--- config.mk ---
export PLATFORM = sky130hd
export DESIGN_NAME = field_access_ctrl
export DESIGN_NICKNAME = d
export VERILOG_FILES = /design/src/rtl/field_access_ctrl.sv
export SDC_FILE = /design/constraint.sdc
export NUM_CORES = 1
export LEC_CHECK = 0
export ABC_CLOCK_PERIOD_IN_PS = 2650
export CAP_MARGIN = 40
export CORE_ASPECT_RATIO = 1.2
export CORE_UTILIZATION = 49
export CTS_BUF_LIST = sky130_fd_sc_hd__clkbuf_4 sky130_fd_sc_hd__clkbuf_8 sky130_fd_sc_hd__clkbuf_16
export DETAILED_ROUTE_END_ITERATION = 8
export GPL_TIMING_DRIVEN = 0
export MAX_ROUTING_LAYER = met4
export PLACE_DENSITY = 0.9
export SLEW_MARGIN = 20
export SYNTH_ARGS = -nofsm -noshare
export SYNTH_HDL_FRONTEND = slang
export SYNTH_SLANG_ARGS = --single-unit
--- constraint.sdc ---
create_clock -name iclk -period 2.65 [get_ports iclk]
set_input_delay 0.53 -clock iclk [delete_from_list [all_inputs] [get_ports iclk]]
set_output_delay 0.53 -clock iclk [all_outputs]
set_load 0.01 [all_outputs]
--- src/rtl/field_access_ctrl.sv ---
// Arbiter and sequencer for the single-port cell-field RAM: ant read-modify-write accesses,
// display pixel reads and a clear engine that zeroes every cell after reset or on request.
module field_access_ctrl #(
  parameter int unsigned C_NUM_OF_CELLS_X = 5,
  parameter int unsigned C_NUM_OF_CELLS_Y = 5,
  parameter int unsigned C_ANT_MAX_WAIT   = 4
) (
  input  logic        iclk,
  input  logic        irst,
  input  logic        iclear,
  output logic        oclear_busy,
  input  logic        idisp_req,
  input  logic [15:0] idisp_addr,
  output logic        odisp_ack,
  output logic        odisp_valid,
  output logic        odisp_data,
  input  logic        iant_req,
  input  logic        iant_we,
  input  logic [15:0] iant_addr,
  input  logic        iant_wdata,
  output logic        oant_ack,
  output logic        oant_valid,
  output logic        oant_rdata,
  output logic [15:0] oaddr,
  output logic        owr_en,
  output logic        owr_data,
  output logic        ord_en,
  input  logic        ird_data
);

  localparam int unsigned NumCells = C_NUM_OF_CELLS_X * C_NUM_OF_CELLS_Y;
  localparam int unsigned StarveW  = (C_ANT_MAX_WAIT < 1) ? 1 : $clog2(C_ANT_MAX_WAIT + 1);
  localparam logic [15:0]        LastCell    = 16'(NumCells - 1);
  localparam logic [16:0]        NumCellsExt = 17'(NumCells);
  localparam logic [StarveW-1:0] StarveMax   = StarveW'(C_ANT_MAX_WAIT);

  typedef enum logic [0:0] {StClear, StRun} state_e;

  // Travels alongside each read until its data returns from the RAM.
  typedef struct packed {
    logic valid;
    logic ant;
    logic oor;
  } tag_t;

  state_e             state_q, state_d;
  logic [15:0]        cnt_q, cnt_d;
  logic [StarveW-1:0] starve_q, starve_d;
  logic [15:0]        addr_q, addr_d;
  logic               wr_en_q, wr_en_d;
  logic               wr_data_q, wr_data_d;
  logic               rd_en_q, rd_en_d;
  tag_t               tag1_q, tag1_d;
  tag_t               tag2_q;

  logic        ant_force;
  logic        disp_grant;
  logic        ant_grant;
  logic [15:0] gnt_addr;
  logic        gnt_we;
  logic        in_range;
  logic        read_bit;

  // Arbitration: display first unless the ant has waited its limit.
  always_comb begin
    ant_force  = 1'b0;
    disp_grant = 1'b0;
    ant_grant  = 1'b0;
    if (state_q == StRun) begin
      ant_force  = iant_req && (starve_q == StarveMax);
      disp_grant = idisp_req && !ant_force;
      ant_grant  = iant_req && !disp_grant;
    end
  end

  always_comb begin
    gnt_addr = disp_grant ? idisp_addr : iant_addr;
    gnt_we   = ant_grant && iant_we;
    in_range = ({1'b0, gnt_addr} < NumCellsExt);
  end

  always_comb begin
    state_d   = state_q;
    cnt_d     = cnt_q;
    addr_d    = addr_q;
    wr_en_d   = 1'b0;
    wr_data_d = wr_data_q;
    rd_en_d   = 1'b0;
    tag1_d    = '0;
    starve_d  = '0;
    unique case (state_q)
      StClear: begin
        addr_d    = cnt_q;
        wr_en_d   = 1'b1;
        wr_data_d = 1'b0;
        if (iclear) begin
          cnt_d = '0;
        end else if (cnt_q == LastCell) begin
          state_d = StRun;
          cnt_d   = '0;
        end else begin
          cnt_d = cnt_q + 16'd1;
        end
      end
      StRun: begin
        if (disp_grant || ant_grant) begin
          addr_d = gnt_addr;
          if (gnt_we) begin
            wr_en_d   = in_range;
            wr_data_d = iant_wdata;
          end else begin
            // Out-of-range reads skip the RAM but still return a zero.
            rd_en_d      = in_range;
            tag1_d.valid = 1'b1;
            tag1_d.ant   = ant_grant;
            tag1_d.oor   = !in_range;
          end
        end
        if (iant_req && !ant_grant) begin
          starve_d = starve_q + 1'b1;
        end
        if (iclear) begin
          state_d = StClear;
          cnt_d   = '0;
        end
      end
      default: state_d = StClear;
    endcase
  end

  always_ff @(posedge iclk or posedge irst) begin
    if (irst) begin
      state_q   <= StClear;
      cnt_q     <= '0;
      starve_q  <= '0;
      addr_q    <= '0;
      wr_en_q   <= 1'b0;
      wr_data_q <= 1'b0;
      rd_en_q   <= 1'b0;
      tag1_q    <= '0;
      tag2_q    <= '0;
    end else begin
      state_q   <= state_d;
      cnt_q     <= cnt_d;
      starve_q  <= starve_d;
      addr_q    <= addr_d;
      wr_en_q   <= wr_en_d;
      wr_data_q <= wr_data_d;
      rd_en_q   <= rd_en_d;
      tag1_q    <= tag1_d;
      tag2_q    <= tag1_q;
    end
  end

  always_comb begin
    read_bit    = !tag2_q.oor && ird_data;
    oclear_busy = (state_q == StClear);
    odisp_ack   = disp_grant;
    oant_ack    = ant_grant;
    odisp_valid = tag2_q.valid && !tag2_q.ant;
    oant_valid  = tag2_q.valid && tag2_q.ant;
    odisp_data  = odisp_valid && read_bit;
    oant_rdata  = oant_valid && read_bit;
    oaddr       = addr_q;
    owr_en      = wr_en_q;
    owr_data    = wr_data_q;
    ord_en      = rd_en_q;
  end

endmodule

== Word level (Yosys, flattened, before mapping) ==
Index checks and enable logic that the tools add are counted.
Word-level totals
  flip-flop bits (word level): 45
  memory bits (writable): 0
  ROM bits: 0
  latch bits: 0
  input port bits: 40
  memories kept: 0
Operators by class
  $add $sub $neg: 2
  eq/ne operators: 5
  shift-type cells: 0
  bitwise operators: 1
  multiplexer cells: 27
  $lt $le $gt $ge: 1
  div/mod/pow operators: 0
  $mul: 0
  reductions and logical operators: 18
Operators with widths (number)
  $mux 16: 5
  $pmux 16 s2: 2
  $add 16x1->16 const B: 1
  $eq 16x5->1 const B: 1
  $lt 16x5->1 const B: 1
  $mux 3: 5
  $mux 1: 12
  $logic_and 1x1->1: 10
  $logic_not 1->1: 6
  $pmux 1 s2: 3
  $ne 2x1->1 const B: 2
  $add 3x1->3 const B: 1
  $eq 3x3->1 const B: 1
  $ne 2x2->1 const B: 1
  $reduce_and 2->1: 1
  $logic_or 1x1->1: 1
  $not 1->1: 1

== Longest topological paths before layout ==
Gate-level depths: netlist of run 1.
  depth in word-level cells: 11
  mapped depth: 8
  mapped depth without buffers: 6

== Worst setup path after synthesis of run 1 ==
Ideal clock, no wire load.
  kind: register to register
  from: register cnt_q[0]
  to: register cnt_q[13]
  arrival: 1.691 ns
  library setup time: 0.126 ns
  period minus slack after synthesis: 1.818 ns
  path slack: 0.832 ns
  cell stages (with the launch flop): 8
  data required time: 2.524 ns
  cells stage by stage: dfrtp_1 > inv_1 > ha_1 > nor4b_1 > and4_1 > buf_2 > nor2_1 > a221o_1
On the way
  word-level cells in the longest chain between the ends: 4
Ends and longest elaborated chain
  start: declaration: RTL line 47  | logic [15:0] cnt_q, cnt_d;
  start signal: assignment: RTL line 144  | cnt_q <= cnt_d;
  $add 16x1->16 or $eq 16x5->1 (tied branches): RTL line 102, 98
  $mux 16 *: RTL line 98  | end else if (cnt_q == LastCell) begin
  $mux 16 *: RTL line 96  | if (iclear) begin
  $pmux 16 s2 *: RTL line 91  | unique case (state_q)
Every way passes the cells marked *; elsewhere a longest branch is shown, timed or not.
A chain may end at the register's enable or synchronous reset.

== Worst setup path after layout of run 1 ==
  from: input idisp_req
  to: output odisp_ack
On the way
  word-level cells in the longest chain between the ends: 2
Ends and longest elaborated chain
  start: declaration: RTL line 12  | input logic idisp_req,
  $logic_and 1x1->1: RTL line 71  | disp_grant = idisp_req && !ant_force;
  $mux 1: RTL line 69  | if (state_q == StRun) begin
  end: declaration: RTL line 14  | output logic odisp_ack,
No other way between the ends.

==> flow_metrics.tcl, run 1 <==
set metrics [dict create \
    status "finished, final reports clean" \
    p_int_mw 1.12 \
    crit_path_frequent_cell "clkdlybuf4s50_1" \
    num_rows 28 \
    fin_skew_ns 0.00449 \
    ys.flop_type "dfrtp_1" \
    synth-seq-area-share_pct 44.2 \
    netlist.top_cell.by_area "dfrtp_1" \
    slew_headroom_pct 51.2 \
    worst_pin_slew_ns 0.730 \
    worst_path_dominant_cell_family "buffers and inverters" \
    io_pins 66 \
    n_fill_cell 383 \
    io_buffers 65 \
    grt_usage_pct 28.4 \
    switchingPower_mw 0.377 \
    fp.dieW_um 67.8 \
    start_util_pct 51.2 \
    hold-worst-slack_ns 0.355 \
    ys_ff_latch 45 \
    cp.required_ns 2.12 \
    finalSetupViolCount 0 \
    timing.final.crit_share_pct 98.2 \
    slew_violations 0 \
    worst-path-max-fanout 9 \
    overflow 0 \
    ant_nets 0 \
    synthAdderAreaFrac_pct 1.96 \
    finalHoldViolations 0 \
    power.density_nw_per_um2 439 \
    yosysUniqueCellTypes 50 \
    syn_nets 323 \
    gp_congestion 0.911 \
    cts_tree "done" \
    clk_pin_slew_worst_paths_ns 0.09 \
    peakVddDrop_mv 0.274 \
    syn_inst 279 \
    finalPower_mw 1.50 \
    fin_cells 412 \
    drt-pass1-iter-count 6 \
    power_frac_comb_pct 14.2 \
    cts_buffers 5 \
    synth-async-reset-ratio_pct 100 \
    synthSimpleGateAreaFrac_pct 24.6 \
    diodes 0 \
    power_frac_seq_pct 50.1 \
    dp_slack_ns -0.0207 \
    grt_pass1_vias 2518 \
    worstSetupEndpointType "output pin" \
    max_freq_mhz 384 \
    multi_input_area_um2 1320 \
    avgSynthCellArea_um2 9.14 \
    layout_setup_ws_ns 0.0483 \
    drt-total-wl_um 7300 \
    routed_via_density 6.42 \
    remaining_drc_errors 0 \
    synth_area_um2 2550 \
    hpwlAfterDp_um 5250 \
    synth_mux_area_share_pct 0.393 \
    wl_per_cell_um 17.7 \
    dp.cells 405 \
    clock_latency_ns 0.30 \
    synth-compound-area-share_pct 23.6 \
    cts_max_level 2 \
    start_kind "input pin" \
    grt_pass1_wl_um 11400 \
    yosysTopAreaCellShare_pct 44.2 \
    fp.dieH_um 81.0 \
    cp_num_buf_inv 2 \
    core_area_um2 4970 \
    grt_max_degree 33 \
    cts_root_buffer "clkbuf_8" \
    crit_chain "clkdlybuf4s50_1 > nand2_1 > nor2_1 > clkdlybuf4s50_1" \
    p_leak_nw 1.47 \
    cts.sinks 45 \
    rsz0062_at_grt "no" \
    dieArea_um2 5490 \
    synth_top_family_by_area "simple AND/OR/NAND/NOR gates" \
    antenna_found_initial 0 \
    clkPwrFrac_pct 35.7 \
    final_layout_size_suffix_gt1_share_pct 7.10 \
    first_iter_violations 331 \
    cp_slowest_cell "clkdlybuf4s50_1" \
    max_cap_violations 0 \
    synthXorXnorAreaFrac_pct 1.03 \
    timing.final.crit_period_ns 2.60 \
    syn2layout_area_growth_pct 33.7 \
    num-nets-final 395 \
    synthTopCellsByArea "dfrtp_1 44%, a21o_1 5.6%, a311oi_1 5.5%" \
    cp.arrival_ns 2.07 \
    min_path_type "register to register" \
    synth_edf_count 0 \
    critical_path_class "input pin to output pin" \
    seq_area_um2 1130 \
    vias 2646 \
    slowest_delay_ns 0.56 \
    sw_frac_of_total_pct 25.2 \
    yosys_warnings 0 \
    clock_path_buffers 2 \
]
[cell families after synthesis]
group	count (synthesis)
AND/OR/NAND/NOR	115
AO/OA/AOI/OAI	83
flip-flops	45
buffers and inverters	28
adder cells (fa/ha/maj)	4
XOR/XNOR	3
multiplexers	1
[placed cells by master (no fill, tap or decap), types with 5 or more instances in the layout]
master,netlist,routed
nor3_1,10,10
a311oi_1,16,16
nor2_1,22,22
nand2_1,11,11
nand3_1,27,27
clkdlybuf4s50_1,0,65
a31oi_1,5,5
clkbuf_8,0,5
inv_1,9,8
o21ai_0,19,19
a21o_1,19,19
nor4_1,8,8
dfrtp_1,45,45
nand4_1,8,8
clkbuf_1,12,10
[synthesized netlist by cell type, types with 8 or more instances]
master and number:
nand2_1 11, a21o_1 19, dfrtp_1 45, nor2_1 22, a311oi_1 16, clkbuf_1 12, nand4_1 8, nor3_1 10
nor4_1 8, inv_1 9, o21ai_0 19, nand3_1 27
[cell type report]
type                       instances  area share [%]
clock inverter                     3            1.36
buffer                            17            2.02
sequential                        45            33.0
clock buffer                       5            2.02
inverter                          10            1.10
multi-input combinational        206            38.6
tap                               60            2.20
timing repair buffer              66            19.7
[metrics by stage]
| step | setup TNS [ns] | util [%] | area, µm² |
|---|---|---|---|
| 6_report | 0 | 68.5 | 3410 |
| 5_1_grt | 0 | 68.5 | 3410 |
| 4_1_cts | 0 | 68.5 | 3410 |
| 3_5_place_dp | -0.0207 | 66.2 | 3290 |
| 2_1_floorplan | 0 | - | 2550 |
| 3_3_place_gp | -0.00668 | 65.8 | 3270 |
[path summary, 6_finish.rpt]
kind | slack (ns) | end | start | depth (start not counted)
min reg2reg | 0.35 | tag2_q[2]$_DFF_PP0_ | tag1_q[2]$_DFF_PP0_ | 0
max in group asynchronous | 1.67 | cnt_q[8]$_DFFE_PP0P_ | irst | 3
min in group asynchronous | 0.51 | oaddr[14]$_DFFE_PP0P_ | irst | 2
max | 0.05 | odisp_ack | idisp_req | 4
max reg2reg | 0.49 | oaddr[12]$_DFFE_PP0P_ | state_q$_DFF_PP0_ | 5
min | 0.35 | tag2_q[2]$_DFF_PP0_ | tag1_q[2]$_DFF_PP0_ | 0
[routing by layer]
| layer | part of all wire (%) | vias up | GRT usage [%] |
|---|---|---|---|
| li1 | - | 1209 | - |
| met1 | 38 | 1225 | 33.0 |
| met2 | 48 | 185 | 44.4 |
| met3 | 11 | 27 | 6.46 |
| met4 | 3.5 | 0 | 16.7 |
| met5 | 0 | - | - |
[sequential cells by signal (all words and copies together), names as in the netlist]
| name | count |
|---|---|
| cnt_q | 16 |
| oaddr | 16 |
| ord_en | 1 |
| owr_data | 1 |
| owr_en | 1 |
| starve_q | 3 |
| state_q | 1 |
| tag1_q | 3 |
| tag2_q | 3 |
[power groups by stage]
stage / logic, mW / registers (mW) / clock network [mW]
6_report: 0.213 / 0.749 / 0.534
5_1_grt: 0.229 / 0.754 / 0.568
4_1_cts: 0.211 / 0.748 / 0.543
3_5_place_dp: 0.209 / 0.762 / 0
3_3_place_gp: 0.203 / 0.759 / 0
2_1_floorplan: 0.0843 / 0.760 / 0
[repair_timing]
action                                  4_1_cts  5_1_grt
endpoints found under the setup margin        1        2
setup buffers                                 0        0
hold buffers                                  0        0
resized for setup                             0        3
No activity file was read; power rests on OpenSTA's default activity.
==> inputs of run 2 (changes only) <==
--- a/config.mk
+++ b/config.mk
@@ -11,7 +11,7 @@
 export CORE_UTILIZATION = 49
 export CTS_BUF_LIST = sky130_fd_sc_hd__clkbuf_4 sky130_fd_sc_hd__clkbuf_8 sky130_fd_sc_hd__clkbuf_16
 export DETAILED_ROUTE_END_ITERATION = 8
-export GPL_TIMING_DRIVEN = 0
+export GPL_TIMING_DRIVEN = 1
 export MAX_ROUTING_LAYER = met4
 export PLACE_DENSITY = 0.9
 export SLEW_MARGIN = 20
==> flow_metrics.tcl, run 2 (synthesis results as in run 1) <==
set metrics [dict create \
    io_buffers 65 \
    io_pins 66 \
    rsz0062_at_grt "no" \
    hpwlAfterDp_um 4900 \
    layout_common_cells "65 x clkdlybuf4s50_1, 45 x dfrtp_1, 27 x nand3_1, 22 x nor2_1" \
    multi_input_area_um2 1320 \
    min_path_type "register to register" \
    worst_path_dominant_cell_family "buffers and inverters" \
    worst-path-max-fanout 5 \
    finalPower_mw 1.40 \
    power.density_nw_per_um2 414 \
    n_fill_cell 401 \
    finalSetupViolCount 0 \
    crit_path_frequent_cell "clkdlybuf4s50_1" \
    clock_latency_ns 0.32 \
    gp_congestion 0.920 \
    start_util_pct 51.2 \
    dieArea_um2 5490 \
    status "finished, final reports clean" \
    drt-pass1-iter-count 5 \
    wl_per_cell_um 16.8 \
    seq_area_um2 1130 \
    cp.required_ns 2.12 \
    reg2regPathDepth 6 \
    critical_path_class "input pin to output pin" \
    diodes 0 \
    grt_max_degree 37 \
    fp.dieH_um 81.0 \
    worstSetupEndpointType "output pin" \
    core_area_um2 4970 \
    cp.arrival_ns 1.98 \
    final_common_cell "clkdlybuf4s50_1" \
    min_from "tag1_q[0]$_DFF_PP0_" \
    cts_root_buffer "clkbuf_8" \
    min_path_cells 0 \
    slew_violations 0 \
    start_kind "input pin" \
    max_freq_mhz 399 \
    r2r-start "cnt_q[0]$_DFFE_PP0P_" \
    clk_pin_slew_worst_paths_ns 0.09 \
    cts_buffers 5 \
    peakVddDrop_mv 0.314 \
    cts.sinks 45 \
    grt_pass1_wl_um 10500 \
    slowest_delay_ns 0.55 \
    layout_setup_ws_ns 0.142 \
    fp.dieW_um 67.8 \
    clock_path_buffers 2 \
    whs_endpoint "tag2_q[0]$_DFF_PP0_" \
    cts_resized 0 \
    worst_pin_slew_ns 0.697 \
    ant_nets 0 \
    cts_tree "done" \
    timing.final.crit_share_pct 94.6 \
    tns_ns 0 \
    holdBufCountCts 0 \
    vias 2578 \
    remaining_drc_errors 0 \
    p_leak_nw 1.46 \
    antenna_found_initial 0 \
    syn2layout_area_growth_pct 32.4 \
    fin_skew_ns 0.0124 \
    num_rows 28 \
    r2r_slack_ns 0.45 \
    overflow 0 \
    timing.final.crit_period_ns 2.51 \
    grt_usage_pct 25.9 \
    crit_chain "clkdlybuf4s50_1 > a21bo_2 > nor2b_1 > clkdlybuf4s50_1" \
    finalHoldViolations 0 \
    dp_slack_ns 0.143 \
    grt_pass1_vias 2361 \
    routed_via_density 6.43 \
    final_layout_size_suffix_gt1_share_pct 7.62 \
    max_cap_violations 0 \
    cp_slowest_cell "clkdlybuf4s50_1" \
    num-nets-final 384 \
    cp_num_buf_inv 2 \
    cts_setup_buffers 0 \
    cts_max_level 2 \
    slew_headroom_pct 53.4 \
    r2r_end "cnt_q[13]$_DFFE_PP0P_" \
    drt-total-wl_um 6740 \
    first_iter_violations 384 \
]
## run 2: changes by cell type in the layout (fill, tap and decap cells not counted), moves of 2 or more
cell,change
buf_4,+5
clkbuf_2,-2
clkbuf_1,-10
buf_1,-3
buf_2,-2
## run 2: cell type report
cell class,instances,area share (%)
multi-input combinational,206,39.1
timing repair buffer,72,21.6
inverter,10,1.11
clock buffer,5,2.04
sequential,45,33.4
clock inverter,3,0.630
tap,60,2.22
## run 2: metrics by stage
| stage | cells | area, µm² | util [%] | hold slack (ns) |
|---|---|---|---|---|
| global placement | 393 | 3290 | 66.0 | 0.332 |
| CTS | 401 | 3380 | 67.9 | 0.366 |
| finish | 401 | 3380 | 67.9 | 0.361 |
| detailed placement | 393 | 3290 | 66.0 | 0.345 |
| global route | 401 | 3380 | 67.9 | 0.373 |
| floorplan | 279 | 2550 | - | 0.331 |
## run 2: worst max-delay path by stage
stage / from / to / slack [ns] / cells after the start
6_report: idisp_req / oant_ack / 0.14 / 4
5_1_grt: idisp_req / oant_ack / 0.06 / 4
4_1_cts: idisp_req / oant_ack / 0.14 / 4
2_1_floorplan: cnt_q[0]$_DFFE_PP0P_ / cnt_q[13]$_DFFE_PP0P_ / 0.83 / 7
3_3_place_gp: idisp_req / oant_ack / 0.17 / 4
3_5_place_dp: idisp_req / oant_ack / 0.14 / 4
## run 2: metal layers
| layer | track usage, % | wire length, µm |
|---|---|---|
| met4 | 11.0 | 180 |
| met2 | 42.2 | 3300 |
| met5 | - | 0 |
| met3 | 4.35 | 532 |
| met1 | 31.3 | 2730 |
## run 2: where the power goes
group          switching (mW)  total, mW  leakage [nW]  internal [mW]
logic                  0.0842      0.206         0.800          0.122
clock network           0.254      0.441        0.0445          0.187
registers              0.0383      0.752         0.615          0.714
==> inputs of run 3 (changes only) <==
--- a/config.mk
+++ b/config.mk
@@ -14,6 +14,7 @@
 export GPL_TIMING_DRIVEN = 1
 export MAX_ROUTING_LAYER = met4
 export PLACE_DENSITY = 0.9
+export RECOVER_POWER = 100
 export SLEW_MARGIN = 20
 export SYNTH_ARGS = -nofsm -noshare
 export SYNTH_HDL_FRONTEND = slang
==> flow_metrics.tcl, run 3 (synthesis results as in run 1) <==
set metrics [dict create \
    grt_pass1_vias 2361 \
    drt-pass1-iter-count 5 \
    final_layout_size_suffix_gt1_share_pct 7.04 \
    stdcell_area_um2 3350 \
    rsz0062_at_grt "no" \
    post-route-util_pct 67.4 \
    min_path_type "register to register" \
    worstSetupEndpointType "output pin" \
    finalPower_mw 1.39 \
    whs_endpoint "tag2_q[0]$_DFF_PP0_" \
    antenna_found_initial 0 \
    peakVddDrop_mv 0.314 \
    grt_usage_pct 25.9 \
    r2r-start "cnt_q[0]$_DFFE_PP0P_" \
    fin_skew_ns 0.0142 \
    diodes 0 \
    finalHoldViolations 0 \
    drt-total-wl_um 6740 \
    final_common_cell "dfrtp_1" \
    cts_buffers 5 \
    syn2layout_area_growth_pct 31.5 \
    first_iter_violations 413 \
    wl_per_cell_um 16.8 \
    cp_slowest_cell "clkdlybuf4s50_1" \
    vias 2609 \
    crit_chain "clkdlybuf4s50_1 > a21bo_2 > nor2b_1 > clkdlybuf4s50_1" \
    max_freq_mhz 398 \
    io_pins 66 \
    cts_root_buffer "clkbuf_8" \
    remaining_drc_errors 0 \
    dpl-instance-area_um2 3290 \
    grt_max_degree 37 \
    cp.required_ns 2.12 \
    cts_tree "done" \
    clock_path_buffers 2 \
    hpwlAfterDp_um 4900 \
    num_rows 28 \
    worst-path-max-fanout 5 \
    slew_headroom_pct 20.3 \
    clock_latency_ns 0.32 \
    p_leak_nw 1.52 \
    layout_common_cells "45 x dfrtp_1, 39 x clkdlybuf4s50_1, 27 x nand3_1, 26 x dlygate4sd3_1, 22 x nor2_1" \
    slowest_delay_ns 0.55 \
    core_area_um2 4970 \
    start_util_pct 51.2 \
    grt_pass1_wl_um 10500 \
    gp_congestion 0.920 \
    crit_path_frequent_cell "clkdlybuf4s50_1" \
    timing.final.crit_share_pct 94.9 \
    fp.dieH_um 81.0 \
    critical_path_class "input pin to output pin" \
    timing.final.crit_period_ns 2.51 \
    cts_resized 0 \
    fp.dieW_um 67.8 \
    max_cap_violations 0 \
    slew_violations 0 \
    min_path_cells 0 \
    overflow 0 \
    dp_slack_ns 0.143 \
    finalSetupViolCount 0 \
    start_kind "input pin" \
    worst_pin_slew_ns 1.19 \
    dieArea_um2 5490 \
    cts.sinks 45 \
    r2r_end "cnt_q[13]$_DFFE_PP0P_" \
    clk_pin_slew_worst_paths_ns 0.09 \
    cts_max_level 2 \
    tns_ns 0 \
    io_buffers 65 \
    ant_nets 0 \
    holdBufCountCts 0 \
    cts_setup_buffers 0 \
    cp.arrival_ns 1.98 \
    routed_via_density 6.51 \
    layout_setup_ws_ns 0.135 \
    r2r_slack_ns 0.44 \
    reg2regPathDepth 6 \
    power.density_nw_per_um2 415 \
    status "finished, final reports clean" \
    min_from "tag1_q[0]$_DFF_PP0_" \
    num-nets-final 384 \
]
run 3: critical path, delay by kind of cell:
kind | cells | cell delay, ns
buf+inv | 2 | 1.02
compound gates | 1 | 0.26
simple gates | 1 | 0.17
run 3: power by group:
part           internal [mW]  switching [mW]  total [mW]
clock network          0.187           0.254       0.441
logic                  0.114          0.0838       0.198
registers              0.714          0.0377       0.752
run 3: metal layers:
metal | GRT usage [%] | wire [µm] | up-vias
met3 | 4.35 | 553 | 24
met5 | - | 0 | -
met2 | 42.2 | 3320 | 154
met1 | 31.3 | 2690 | 1240
li1 | - | - | 1191
met4 | 11.0 | 177 | 0
run 3: final cells by class:
class                   instances  area (µm²)
flip-flops and latches         45        1130
multi-input cells             206        1320
fillers                       405        1620
inverters                      10        37.5
clock inverters                 3        21.3
clock buffers                   5        68.8
well taps                      60        75.1
repair buffers                 72         704
run 3: how the worst max path moves through the flow:
stage / start / to / cells past startpoint
floorplan: cnt_q[0]$_DFFE_PP0P_ / cnt_q[13]$_DFFE_PP0P_ / 7
finish: idisp_req / oant_ack / 4
global placement: idisp_req / oant_ack / 4
detailed placement: idisp_req / oant_ack / 4
global route: idisp_req / oant_ack / 4
CTS: idisp_req / oant_ack / 4
run 3: stage by stage:
| stage | hold slack [ns] | cells |
|---|---|---|
| after global routing | 0.373 | 401 |
| after floorplan | 0.331 | 279 |
| after global placement | 0.332 | 393 |
| final | 0.360 | 401 |
| after detailed placement | 0.345 | 393 |
| after CTS | 0.366 | 401 |
